$ cat config.mk
export PLATFORM = sky130hd
export DESIGN_NAME = mem_ctrl
export DESIGN_NICKNAME = d
export VERILOG_FILES = /design/src/rtl/mem_ctrl.sv
export SDC_FILE = /design/constraint.sdc
export NUM_CORES = 1
export LEC_CHECK = 0
export CAP_MARGIN = 10
export CORE_UTILIZATION = 35
export CTS_BUF_LIST = sky130_fd_sc_hd__clkbuf_16
export DETAILED_ROUTE_END_ITERATION = 16
export GPL_TIMING_DRIVEN = 0
export PLACE_DENSITY = 0.59
export SYNTH_ARGS = -nofsm -noshare
export SYNTH_HDL_FRONTEND = slang
export SYNTH_SLANG_ARGS = --single-unit
$ cat constraint.sdc
create_clock -name clk -period 6.6 [get_ports clk]
set_input_delay 0.99 -clock clk [delete_from_list [all_inputs] [get_ports clk]]
set_output_delay 0.99 -clock clk [all_outputs]
set_load 0.02 [all_outputs]
$ cat src/rtl/mem_ctrl.sv
`default_nettype none
// ============================================================================
// Module   : mem_ctrl
// Purpose  : Byte-wide RAM port controller shared by instruction fetch (IF)
//            and the MEM stage. Arbitrates the two requesters, sequences
//            1/2/4 single-byte RAM accesses and assembles little-endian words.
// Options  : MEM_CTRL_FAIR_EN - alternate grants when both sides request;
//            undefined gives fixed MEM-over-IF priority.
// Revision : 1.0 - initial release
// ============================================================================
module mem_ctrl #(
  parameter int ADDR_W = 32,
  parameter int RAM_AW = 17
) (
  input  logic              clk,
  input  logic              rst_n,
  input  logic              if_req,
  input  logic [ADDR_W-1:0] if_addr,
  output logic [31:0]       if_data,
  output logic              if_done,
  input  logic              mem_req,
  input  logic              mem_we,
  input  logic [1:0]        mem_len,
  input  logic [ADDR_W-1:0] mem_addr,
  input  logic [31:0]       mem_wdata,
  output logic [31:0]       mem_rdata,
  output logic              mem_done,
  output logic [RAM_AW-1:0] ram_addr,
  output logic              ram_we,
  output logic [7:0]        ram_dout,
  input  logic [7:0]        ram_din,
  output logic              busy
);

  typedef enum logic [1:0] {
    IDLE = 2'd0,
    RD   = 2'd1,
    WR   = 2'd2,
    DONE = 2'd3
  } state_t;

  state_t            state, next_state;
  logic [RAM_AW-1:0] base;
  logic [2:0]        cnt;          // edges elapsed since the accept edge
  logic [1:0]        last_k;       // index of the final byte (N-1)
  logic              owner_mem;    // 1 = current transaction belongs to MEM
  logic [31:0]       wdata;
  logic [31:0]       acc;

  logic              grant_any;
  logic              grant_mem;
  logic [RAM_AW-1:0] sel_addr;
  logic [1:0]        sel_last_k;
  logic [2:0]        cnt_inc;
  logic [RAM_AW-1:0] next_addr;
  logic              rd_last;
  logic              wr_last;
  logic [31:0]       acc_ins;
  logic [7:0]        wr_byte;
  logic [1:0]        rd_idx;

  // Only the low RAM_AW address bits reach the RAM; the rest are dropped.
  generate
    if (ADDR_W > RAM_AW) begin : g_addr_upper
      logic unused_upper;
      assign unused_upper = ^{if_addr[ADDR_W-1:RAM_AW], mem_addr[ADDR_W-1:RAM_AW]};
    end else begin : g_addr_full
      logic unused_upper;
      assign unused_upper = 1'b0;
    end
  endgenerate

`ifdef MEM_CTRL_FAIR_EN
  logic last_grant_mem;  // 1 = MEM was granted most recently

  // Remember which side won the last arbitration.
  always_ff @(posedge clk or negedge rst_n) begin
    if (!rst_n)
      last_grant_mem <= 1'b0;
    else if (state == IDLE && grant_any)
      last_grant_mem <= grant_mem;
  end

  // MEM wins unless both request and MEM was served last.
  always_comb begin
    grant_mem = mem_req & (~if_req | ~last_grant_mem);
  end
`else
  // Fixed priority: MEM always beats IF.
  always_comb begin
    grant_mem = mem_req;
  end
`endif

  // Arbitration result and per-beat address / byte selection.
  always_comb begin
    grant_any  = if_req | mem_req;
    sel_addr   = grant_mem ? mem_addr[RAM_AW-1:0] : if_addr[RAM_AW-1:0];
    sel_last_k = 2'd3;
    if (grant_mem) begin
      case (mem_len)
        2'b00:   sel_last_k = 2'd0;
        2'b01:   sel_last_k = 2'd1;
        default: sel_last_k = 2'd3;
      endcase
    end
    cnt_inc   = cnt + 3'd1;
    next_addr = base + {{(RAM_AW-3){1'b0}}, cnt_inc};
    rd_last   = (cnt == ({1'b0, last_k} + 3'd1));
    wr_last   = (cnt == {1'b0, last_k});
    rd_idx    = cnt[1:0] - 2'd1;
    acc_ins   = acc;
    case (rd_idx)
      2'd0:    acc_ins[7:0]   = ram_din;
      2'd1:    acc_ins[15:8]  = ram_din;
      2'd2:    acc_ins[23:16] = ram_din;
      default: acc_ins[31:24] = ram_din;
    endcase
    case (cnt_inc[1:0])
      2'd0:    wr_byte = wdata[7:0];
      2'd1:    wr_byte = wdata[15:8];
      2'd2:    wr_byte = wdata[23:16];
      default: wr_byte = wdata[31:24];
    endcase
  end

  // State register.
  always_ff @(posedge clk or negedge rst_n) begin
    if (!rst_n)
      state <= IDLE;
    else
      state <= next_state;
  end

  // Next-state logic and state-decoded outputs.
  always_comb begin
    next_state = state;
    busy       = (state != IDLE);
    if_done    = (state == DONE) && !owner_mem;
    mem_done   = (state == DONE) && owner_mem;
    case (state)
      IDLE: if (grant_any) next_state = (grant_mem && mem_we) ? WR : RD;
      RD:   if (rd_last)   next_state = DONE;
      WR:   if (wr_last)   next_state = DONE;
      default:             next_state = IDLE;
    endcase
  end

  // Transaction datapath: latch the winner, drive RAM beats, assemble reads.
  always_ff @(posedge clk or negedge rst_n) begin
    if (!rst_n) begin
      base      <= '0;
      cnt       <= '0;
      last_k    <= '0;
      owner_mem <= 1'b0;
      wdata     <= '0;
      acc       <= '0;
      ram_addr  <= '0;
      ram_we    <= 1'b0;
      ram_dout  <= '0;
      if_data   <= '0;
      mem_rdata <= '0;
    end else begin
      case (state)
        IDLE: begin
          if (grant_any) begin
            base      <= sel_addr;
            cnt       <= '0;
            last_k    <= sel_last_k;
            owner_mem <= grant_mem;
            wdata     <= mem_wdata;
            acc       <= '0;
            ram_addr  <= sel_addr;
            if (grant_mem && mem_we) begin
              ram_we   <= 1'b1;
              ram_dout <= mem_wdata[7:0];
            end
          end
        end
        RD: begin
          cnt <= cnt_inc;
          if (cnt < {1'b0, last_k})
            ram_addr <= next_addr;
          if (cnt != 3'd0)
            acc <= acc_ins;
          if (rd_last) begin
            if (owner_mem)
              mem_rdata <= acc_ins;
            else
              if_data <= acc_ins;
          end
        end
        WR: begin
          cnt <= cnt_inc;
          if (cnt < {1'b0, last_k}) begin
            ram_addr <= next_addr;
            ram_dout <= wr_byte;
          end else begin
            ram_we <= 1'b0;
          end
        end
        default: ram_we <= 1'b0;
      endcase
    end
  end

endmodule
`default_nettype wire

# After elaboration in Yosys (flattened, before gate mapping)
# Index checks and enable logic that the tools add are counted.
dict set report totals {
  reg_bits 179
  elab_cells 91
}
dict set report op_classes {
  bitwise 3
  add_sub_neg 4
  order_cmp 1
  n_eq_ne 18
  muxes 29
  reduce_logical 24
}
# op count
set op_table {}
lappend op_table {{$mux 32} 2}
lappend op_table {{$pmux 32 s2} 1}
lappend op_table {{$mux 8} 7}
lappend op_table {{$mux 17} 3}
lappend op_table {{$pmux 17 s2} 1}
lappend op_table {{$pmux 8 s3} 1}
lappend op_table {{$add 17x3->17} 1}
lappend op_table {{$pmux 8 s2} 1}
lappend op_table {{$reduce_and 3->1} 5}
lappend op_table {{$ne 2x2->1 const B} 7}
lappend op_table {{$mux 2} 5}
lappend op_table {{$eq 2x1->1 const B} 4}
lappend op_table {{$eq 2x2->1 const B} 4}
lappend op_table {{$logic_not 2->1} 4}
lappend op_table {{$reduce_and 4->1} 2}
lappend op_table {{$reduce_bool 2->1} 4}
lappend op_table {{$pmux 2 s3} 1}
lappend op_table {{$pmux 3 s2} 1}
lappend op_table {{$pmux 2 s2} 1}
lappend op_table {{$reduce_and 2->1} 2}
lappend op_table {{$add 2x1->3 const B} 1}
lappend op_table {{$add 3x1->3 const B} 1}
lappend op_table {{$eq 3x2->1} 1}
lappend op_table {{$eq 3x3->1} 1}
lappend op_table {{other kinds (13)} 18}

# Longest topological paths before layout
# Gate-level depths: netlist of the first run.
dict set report logic_depth {
  word_depth 6
  mapped_depth 9
  mapped_depth_nobuf 9
}

# Least setup slack after synthesis of the first run
# No wires, ideal clock.
dict set report synth_path {
  kind {reg2reg}
  from {register cnt[0]}
  to {register ram_addr[16]}
  setup_slack_ps 4073
  synth_period_minus_slack_ps 2527
  n_path_buf 1
  setup_ps 127
  path_stages_with_launch 10
  arrival_ps 2399
  path_cell_list {dfrtp_1 -> ha_1 -> buf_1 -> xor2_1 -> ha_1 -> nor2b_1 -> o21a_1 -> and4_1 -> o31ai_1 -> o21ai_0}
}
dict set report synth_between {
  elab_chain_len 4
}
# element line_no
set synth_rtl {}
lappend synth_rtl {{start, declared} 44} ;# logic [2:0] cnt;
lappend synth_rtl {{start signal, assigned} 181} ;# cnt <= cnt_inc;
lappend synth_rtl {{start signal, assigned} 194} ;# cnt <= cnt_inc;
lappend synth_rtl {{$add 3x1->3} 107} ;# cnt_inc = cnt + 3'd1;
lappend synth_rtl {{$add 17x3->17} 108} ;# next_addr = base + {{(RAM_AW-3){1'b0}}, cnt_inc};
lappend synth_rtl {{$mux 17} {182, 195}}
lappend synth_rtl {{$pmux 17 s2} 164} ;# case (state)
lappend synth_rtl {{end signal, assigned} 173} ;# ram_addr <= sel_addr;
lappend synth_rtl {{end signal, assigned} 183} ;# ram_addr <= next_addr;
lappend synth_rtl {{end signal, assigned} 196} ;# ram_addr <= next_addr;
lappend synth_rtl {{end, declared} 28} ;# output logic [RAM_AW-1:0] ram_addr,
# Several ways; a longest one is shown, not always the timed one. The select of a mux whose other input is x is not followed.
# A chain may end at the register's enable or synchronous reset.

# Worst setup path in the final report of the first run
dict set report layout_path {
  from {register owner_mem}
  to {output mem_done}
}
dict set report layout_between {
  elab_chain_len 1
}
# element line_no
set layout_rtl {}
lappend layout_rtl {{start, declared} 46} ;# logic owner_mem;
lappend layout_rtl {{start signal, assigned} 170} ;# owner_mem <= grant_mem;
lappend layout_rtl {{$logic_and 1x1->1} 140} ;# mem_done = (state == DONE) && owner_mem;
lappend layout_rtl {{end, declared} 27} ;# output logic mem_done,
# Every way passes these cells.

==> impl_metrics.env, run 1 <==
export IMPL_yosys_register_bits=179
export IMPL_n_fill_cell=2234
export IMPL_synth_top_area_share_pct=53.3
export IMPL_gr_total_overflow=0
export IMPL_clock_sinks=179
export IMPL_synth_fp_nets=845
export IMPL_path_cells="clkbuf_1 -> buf_1 -> and2_1 -> clkdlybuf4s50_1"
export IMPL_netlist_instances=714
export IMPL_status="finished clean"
export IMPL_grt_util_met3_pct=4.30
export IMPL_holdPathStages=2
export IMPL_final_nets=1037
export IMPL_arrival_ps=2260
export IMPL_setup_worst_path_start="owner_mem"
export IMPL_worst_pin_slew_ps=744
export IMPL_syn_to_final_growth_pct=33.5
export IMPL_path_buf_inv=3
export IMPL_slew_headroom_pct=50.4
export IMPL_r2r_setup_slack_ps=3390
export IMPL_maxCapViolations=0
export IMPL_ir_worst_vdd_v=0.000192
export IMPL_antenna_cells=0
export IMPL_setup_violations_final=0
export IMPL_fin_ws_ps=3350
export IMPL_initial_utilization_pct=35.7
export IMPL_pre_cts_slack_ps=3420
export IMPL_cts_buffers=17
export IMPL_start_kind="register"
export IMPL_finalCritPeriodShare_pct=49.2
export IMPL_critical_path_top_delay_family="buffers and inverters"
export IMPL_ctsHoldBuffers=0
export IMPL_row_count=56
export IMPL_synth_area_leaders="dfrtp_1 (53%), mux2_2 (11%), o21ai_0 (4.6%)"
export IMPL_clk_path_buf_depth=2
export IMPL_required_ps=5610
export IMPL_top_usage_layer="met2"
export IMPL_ios=204
export IMPL_synth_top_flop_cell="dfrtp_1"
export IMPL_synth_edff_count=0
export IMPL_finalSetupTns_ps=0
export IMPL_hpwl_mm=16.1
export IMPL_cts_root_buf="clkbuf_16"
export IMPL_drc=0
export IMPL_wl_per_cell_um=18.3
export IMPL_grt_pass1_vias=6306
export IMPL_syn_cell_area_um2=8410
export IMPL_max_freq_ghz=0.308
export IMPL_port_buffers=172
export IMPL_crit_path_end_kind="output port"
export IMPL_worstSkewPairLatency_ps=430
export IMPL_ys_seq_area_share_pct=53.3
export IMPL_synth_warnings=0
export IMPL_htreeDepth=4
export IMPL_dr_first_iter_drc_count=341
export IMPL_groute_usage_overall_pct=19.2
export IMPL_finalWorstPathRequiredPeriod_ps=3250
export IMPL_die_x_um=157
export IMPL_async_reset_ff_share_pct=100
export IMPL_clkTransAtPathRegs_ps=70
export IMPL_critPathKind="reg -> out"
export IMPL_gp_congestion=0.791
export IMPL_skew_ps=12.7
export IMPL_power_leakage_nw=4.91
export IMPL_drive_above_1_share_pct=16.4
export IMPL_reg2reg_to="ram_addr[6]"
export IMPL_dieArea_um2=24700
export IMPL_vias_per_cell=5.03
export IMPL_slowest_delay_ps=620
export IMPL_synth_most_common_cell="dfrtp_1"
export IMPL_crit_fanout=10
export IMPL_drtPass1Iterations=5
export IMPL_via_count=6227
export IMPL_hp_class="reg -> reg"
export IMPL_worst_path_stages=4
export IMPL_multi_input_area_um2=3670
export IMPL_met1_usage_pct=27.5
export IMPL_reg2reg_depth=9
export IMPL_chipHeight_um=157
export IMPL_grt_max_degree=97
export IMPL_yosysTopAreaCell="dfrtp_1"
export IMPL_drt_wl_total_mm=22.6
export IMPL_cts_resized=0
export IMPL_antenna_left=0
export IMPL_post_cts_buffers=0
export IMPL_grt_pass1_wl_mm=35.9
export IMPL_power_density_nw_per_um2=526
export IMPL_core_area_um2=23500
export IMPL_final_hold_viol_count=0
export IMPL_crit_path_top_delay_cell="clkdlybuf4s50_1"
export IMPL_regArea_um2=4480
export IMPL_grt_antenna_before_repair=0
export IMPL_timing_rr_start="cnt[1]"
export IMPL_synth_area_per_cell_um2=11.8
export IMPL_synth_cell_types=50
export IMPL_cts_tree="built"
export IMPL_cp_endpoint="mem_done"
export IMPL_yosys_top_cells_count="dfrtp_1 (179), mux2_2 (82), o21ai_0 (78), nand2_1 (74), a22o_1 (32)"
export IMPL_grt_setup_unrepaired="false"
export IMPL_drv_slew=0
export IMPL_met2_usage_pct=29.2
worst min path at each step:
stage / endpoint / start / slack [ps]
after global routing: ram_addr[6] / ram_addr[6] / 500
after detailed placement: ram_addr[10] / ram_addr[10] / 470
final: ram_addr[7] / ram_addr[7] / 480
after floorplan: base[16] / base[16] / 450
after CTS: ram_addr[10] / ram_addr[10] / 490
after global placement: mem_rdata[27] / mem_rdata[27] / 460
logic make-up (layout without fill, tap and decap cells):
group	after synthesis	in the layout	synth area share, %
adders and majority gates	20	20	3.06
and+or+nand+nor	128	128	7.24
muxes	135	135	17.6
buffers and inverters	60	265	3.09
xor gates and xnor gates	15	15	1.56
AOI/OAI and AO/OA	177	177	14.2
DFF	179	179	53.3
per-stage QoR:
step | utilization, % | hold slack, ps | instances | total power [mW] | instance area (um2)
6_report | 47.7 | 479 | 1238 | 5.91 | 11200
2_1_floorplan | - | 450 | 714 | 3.67 | 8410
5_1_grt | 47.7 | 504 | 1238 | 6.33 | 11200
3_5_place_dp | 44.9 | 470 | 1206 | 4.80 | 10600
3_3_place_gp | 44.7 | 463 | 1205 | 4.75 | 10500
4_1_cts | 47.7 | 486 | 1238 | 5.97 | 11200
where the power goes:
group	internal, mW	leakage (nW)	switching, mW	total, mW
clock network	0.685	0.322	0.462	1.15
registers	1.58	2.26	0.297	1.88
logic	1.30	2.33	1.58	2.88
total	3.57	4.91	2.34	5.91
worst register-to-register path, cell delays in order (launching register included):
cell and delay, ps:
dfrtp_1 530, ha_1 320, buf_1 580, xor2_1 220, ha_1 360, nor2b_1 370, o2111ai_1 170, xor2_1 160
a211oi_1 330, a21o_1 120
per-layer routing:
layer,routed length (um),vias up
met1,10900,3093
li1,-,2959
met4,296,0
met5,0,-
met2,10200,160
met3,1180,15
layout make-up:
type,instances,area share [%]
sequential,179,39.9
clock buffer,17,3.79
clock inverter,15,2.13
timing repair buffer,173,15.6
multi-input combinational,475,32.7
inverter,15,0.501
tap,319,3.55
buffer,45,1.82
registers in the layout, indices dropped and copies added, names as in the netlist:
signal and flops:
cnt 3, if_data 32, owner_mem 1, last_k 2, ram_dout 8, ram_we 1, acc 32, wdata 32
state 2, ram_addr 17, mem_rdata 32, base 17
cells in the final DEF, fill, tap and decap left out, types with 8 or more instances in the layout:
master,n
a21oi_1,15
a222oi_1,8
a22o_1,32
and3_1,8
buf_2,16
clkbuf_1,21
clkbuf_16,17
clkdlybuf4s50_1,171
dfrtp_1,179
ha_1,19
inv_1,15
mux2_1,22
mux2_2,82
mux2i_1,31
nand2_1,74
nand3_1,11
nor2_1,11
o21ai_0,78
o31ai_1,15
xor2_1,8
No activity file was read; power rests on OpenSTA's default activity.
==> run 2, diff against run 1 <==
clock period = 3.4 ns   (was 6.6 ns; I/O delays follow)
==> impl_metrics.env, run 2 (synthesis gave the netlist of run 1 again) <==
export IMPL_status="finished clean"
export IMPL_row_count=56
export IMPL_final_cells=1238
export IMPL_drive_above_1_share_pct=16.5
export IMPL_slew_headroom_pct=50.2
export IMPL_clock_sinks=179
export IMPL_grt_antenna_before_repair=0
export IMPL_initial_utilization_pct=35.7
export IMPL_antenna_left=0
export IMPL_via_count=6232
export IMPL_finalCritPeriodShare_pct=86.2
export IMPL_path_cells="ha_1 -> clkbuf_2 -> xor2_1 -> ha_1 -> nor2b_1 -> o21a_1 -> and4_1 -> o31ai_1 -> o21ai_0"
export IMPL_cp_common_cell="ha_1"
export IMPL_grt_pass1_wl_mm=35.9
export IMPL_start_kind="register"
export IMPL_core_area_um2=23500
export IMPL_n_fill_cell=2235
export IMPL_chipHeight_um=157
export IMPL_cts_root_buf="clkbuf_16"
export IMPL_drtPass1Iterations=5
export IMPL_htreeDepth=4
export IMPL_ios=204
export IMPL_power_leakage_nw=4.92
export IMPL_layout_common_cells="dfrtp_1 (179), clkdlybuf4s50_1 (171), mux2_2 (82)"
export IMPL_worstSkewPairLatency_ps=430
export IMPL_drv_slew=0
export IMPL_hpwl_mm=16.1
export IMPL_dr_first_iter_drc_count=342
export IMPL_required_ps=3700
export IMPL_arrival_ps=3230
export IMPL_fin_util_pct=47.7
export IMPL_crit_path_top_delay_cell="dfrtp_1"
export IMPL_max_freq_ghz=0.341
export IMPL_gr_total_overflow=0
export IMPL_grt_pass1_vias=6306
export IMPL_vias_per_cell=5.03
export IMPL_grt_max_degree=97
export IMPL_finalWorstPathRequiredPeriod_ps=2930
export IMPL_gp_congestion=0.791
export IMPL_cts_tree="built"
export IMPL_critPathKind="reg -> reg"
export IMPL_die_x_um=157
export IMPL_dp_cells=1206
export IMPL_crit_path_end_kind="register"
export IMPL_mostFrequentLayoutCell="dfrtp_1"
export IMPL_dieArea_um2=24700
export IMPL_worst_pin_slew_ps=747
export IMPL_hold_slack_ps=56.1
export IMPL_final_hold_viol_count=0
export IMPL_wl_per_cell_um=18.3
export IMPL_antenna_cells=0
export IMPL_maxCapViolations=0
export IMPL_drc=0
export IMPL_ir_worst_vdd_v=0.000374
export IMPL_final_nets=1037
export IMPL_setup_violations_final=0
export IMPL_ctsHoldBuffers=0
export IMPL_slowest_delay_ps=530
export IMPL_drt_wl_total_mm=22.6
export IMPL_skew_ps=12.9
export IMPL_clkTransAtPathRegs_ps=70
export IMPL_power_density_nw_per_um2=1020
export IMPL_grt_setup_unrepaired="false"
export IMPL_cts_buffers=17
export IMPL_groute_usage_overall_pct=19.2
export IMPL_clk_path_buf_depth=2
export IMPL_hp_class="in -> async"
export IMPL_crit_fanout=10
export IMPL_port_buffers=172
export IMPL_syn_to_final_growth_pct=33.5
==> run 2: changes by cell type in the layout (fill, tap and decap cells not counted) <==
cell	previous run	this run
buf_1	5	4
clkbuf_2	0	1
==> run 2: power by group <==
part	internal (mW)	total, mW	switching (mW)
logic	2.52	5.59	3.07
clock network	1.33	2.23	0.896
registers	3.07	3.65	0.577
total	6.93	11.5	4.54
==> run 2: worst paths after layout <==
check / endpoint / cells after the start / start / slack (ps)
worst max-delay path: ram_addr[16] / 9 / cnt[1] / 470
worst min-delay path: ram_addr[3] / 1 / rst_n / 60
worst max register to register: ram_addr[16] / 9 / cnt[1] / 470
worst min register to register: ram_addr[7] / 2 / ram_addr[7] / 480
max in group asynchronous: acc[11] / 2 / rst_n / 2420
min in group clk: ram_addr[7] / 2 / ram_addr[7] / 480
==> run 2: critical path, delay by kind of cell (launching register included) <==
family,cells,cell delay (ps)
compound gates,3,600
flops,1,530
simple gates,2,420
xor+xnor,1,280
fa+ha+maj,2,620
buf+inv,1,360
==> run 2: through the flow <==
stage / setup slack (ps) / setup TNS, ps / total power, mW / area (um2)
2_1_floorplan: 873 / 0 / 7.13 / 8410
3_3_place_gp: -5900 / -1052610 / 9.23 / 10500
3_5_place_dp: 217 / 0 / 9.31 / 10600
4_1_cts: 215 / 0 / 11.6 / 11200
5_1_grt: 297 / 0 / 12.3 / 11200
6_report: 470 / 0 / 11.5 / 11200
==> run 2: routing by layer <==
| layer | GRT usage (%) | vias up | share of wire [%] |
|---|---|---|---|
| met5 | 0 | - | 0 |
| met1 | 27.5 | 3094 | 48 |
| met2 | 29.2 | 160 | 45 |
| met4 | 4.99 | 0 | 1.4 |
| met3 | 4.30 | 17 | 5.1 |
| li1 | - | 2961 | - |
==> run 2: area by class of cell <==
type / instances / area, um2 / area share [%]
timing repair buffer: 173 / 1750 / 15.6
clock inverter: 15 / 239 / 2.13
tap: 319 / 399 / 3.55
sequential: 179 / 4480 / 39.9
inverter: 15 / 56.3 / 0.501
multi-input combinational: 475 / 3670 / 32.7
buffer: 45 / 205 / 1.83
clock buffer: 17 / 425 / 3.79
==> run 2: what timing repair did <==
action	4_1_cts	5_1_grt
resized for setup	0	1
setup buffers	0	0
setup endpoints to repair	0	1
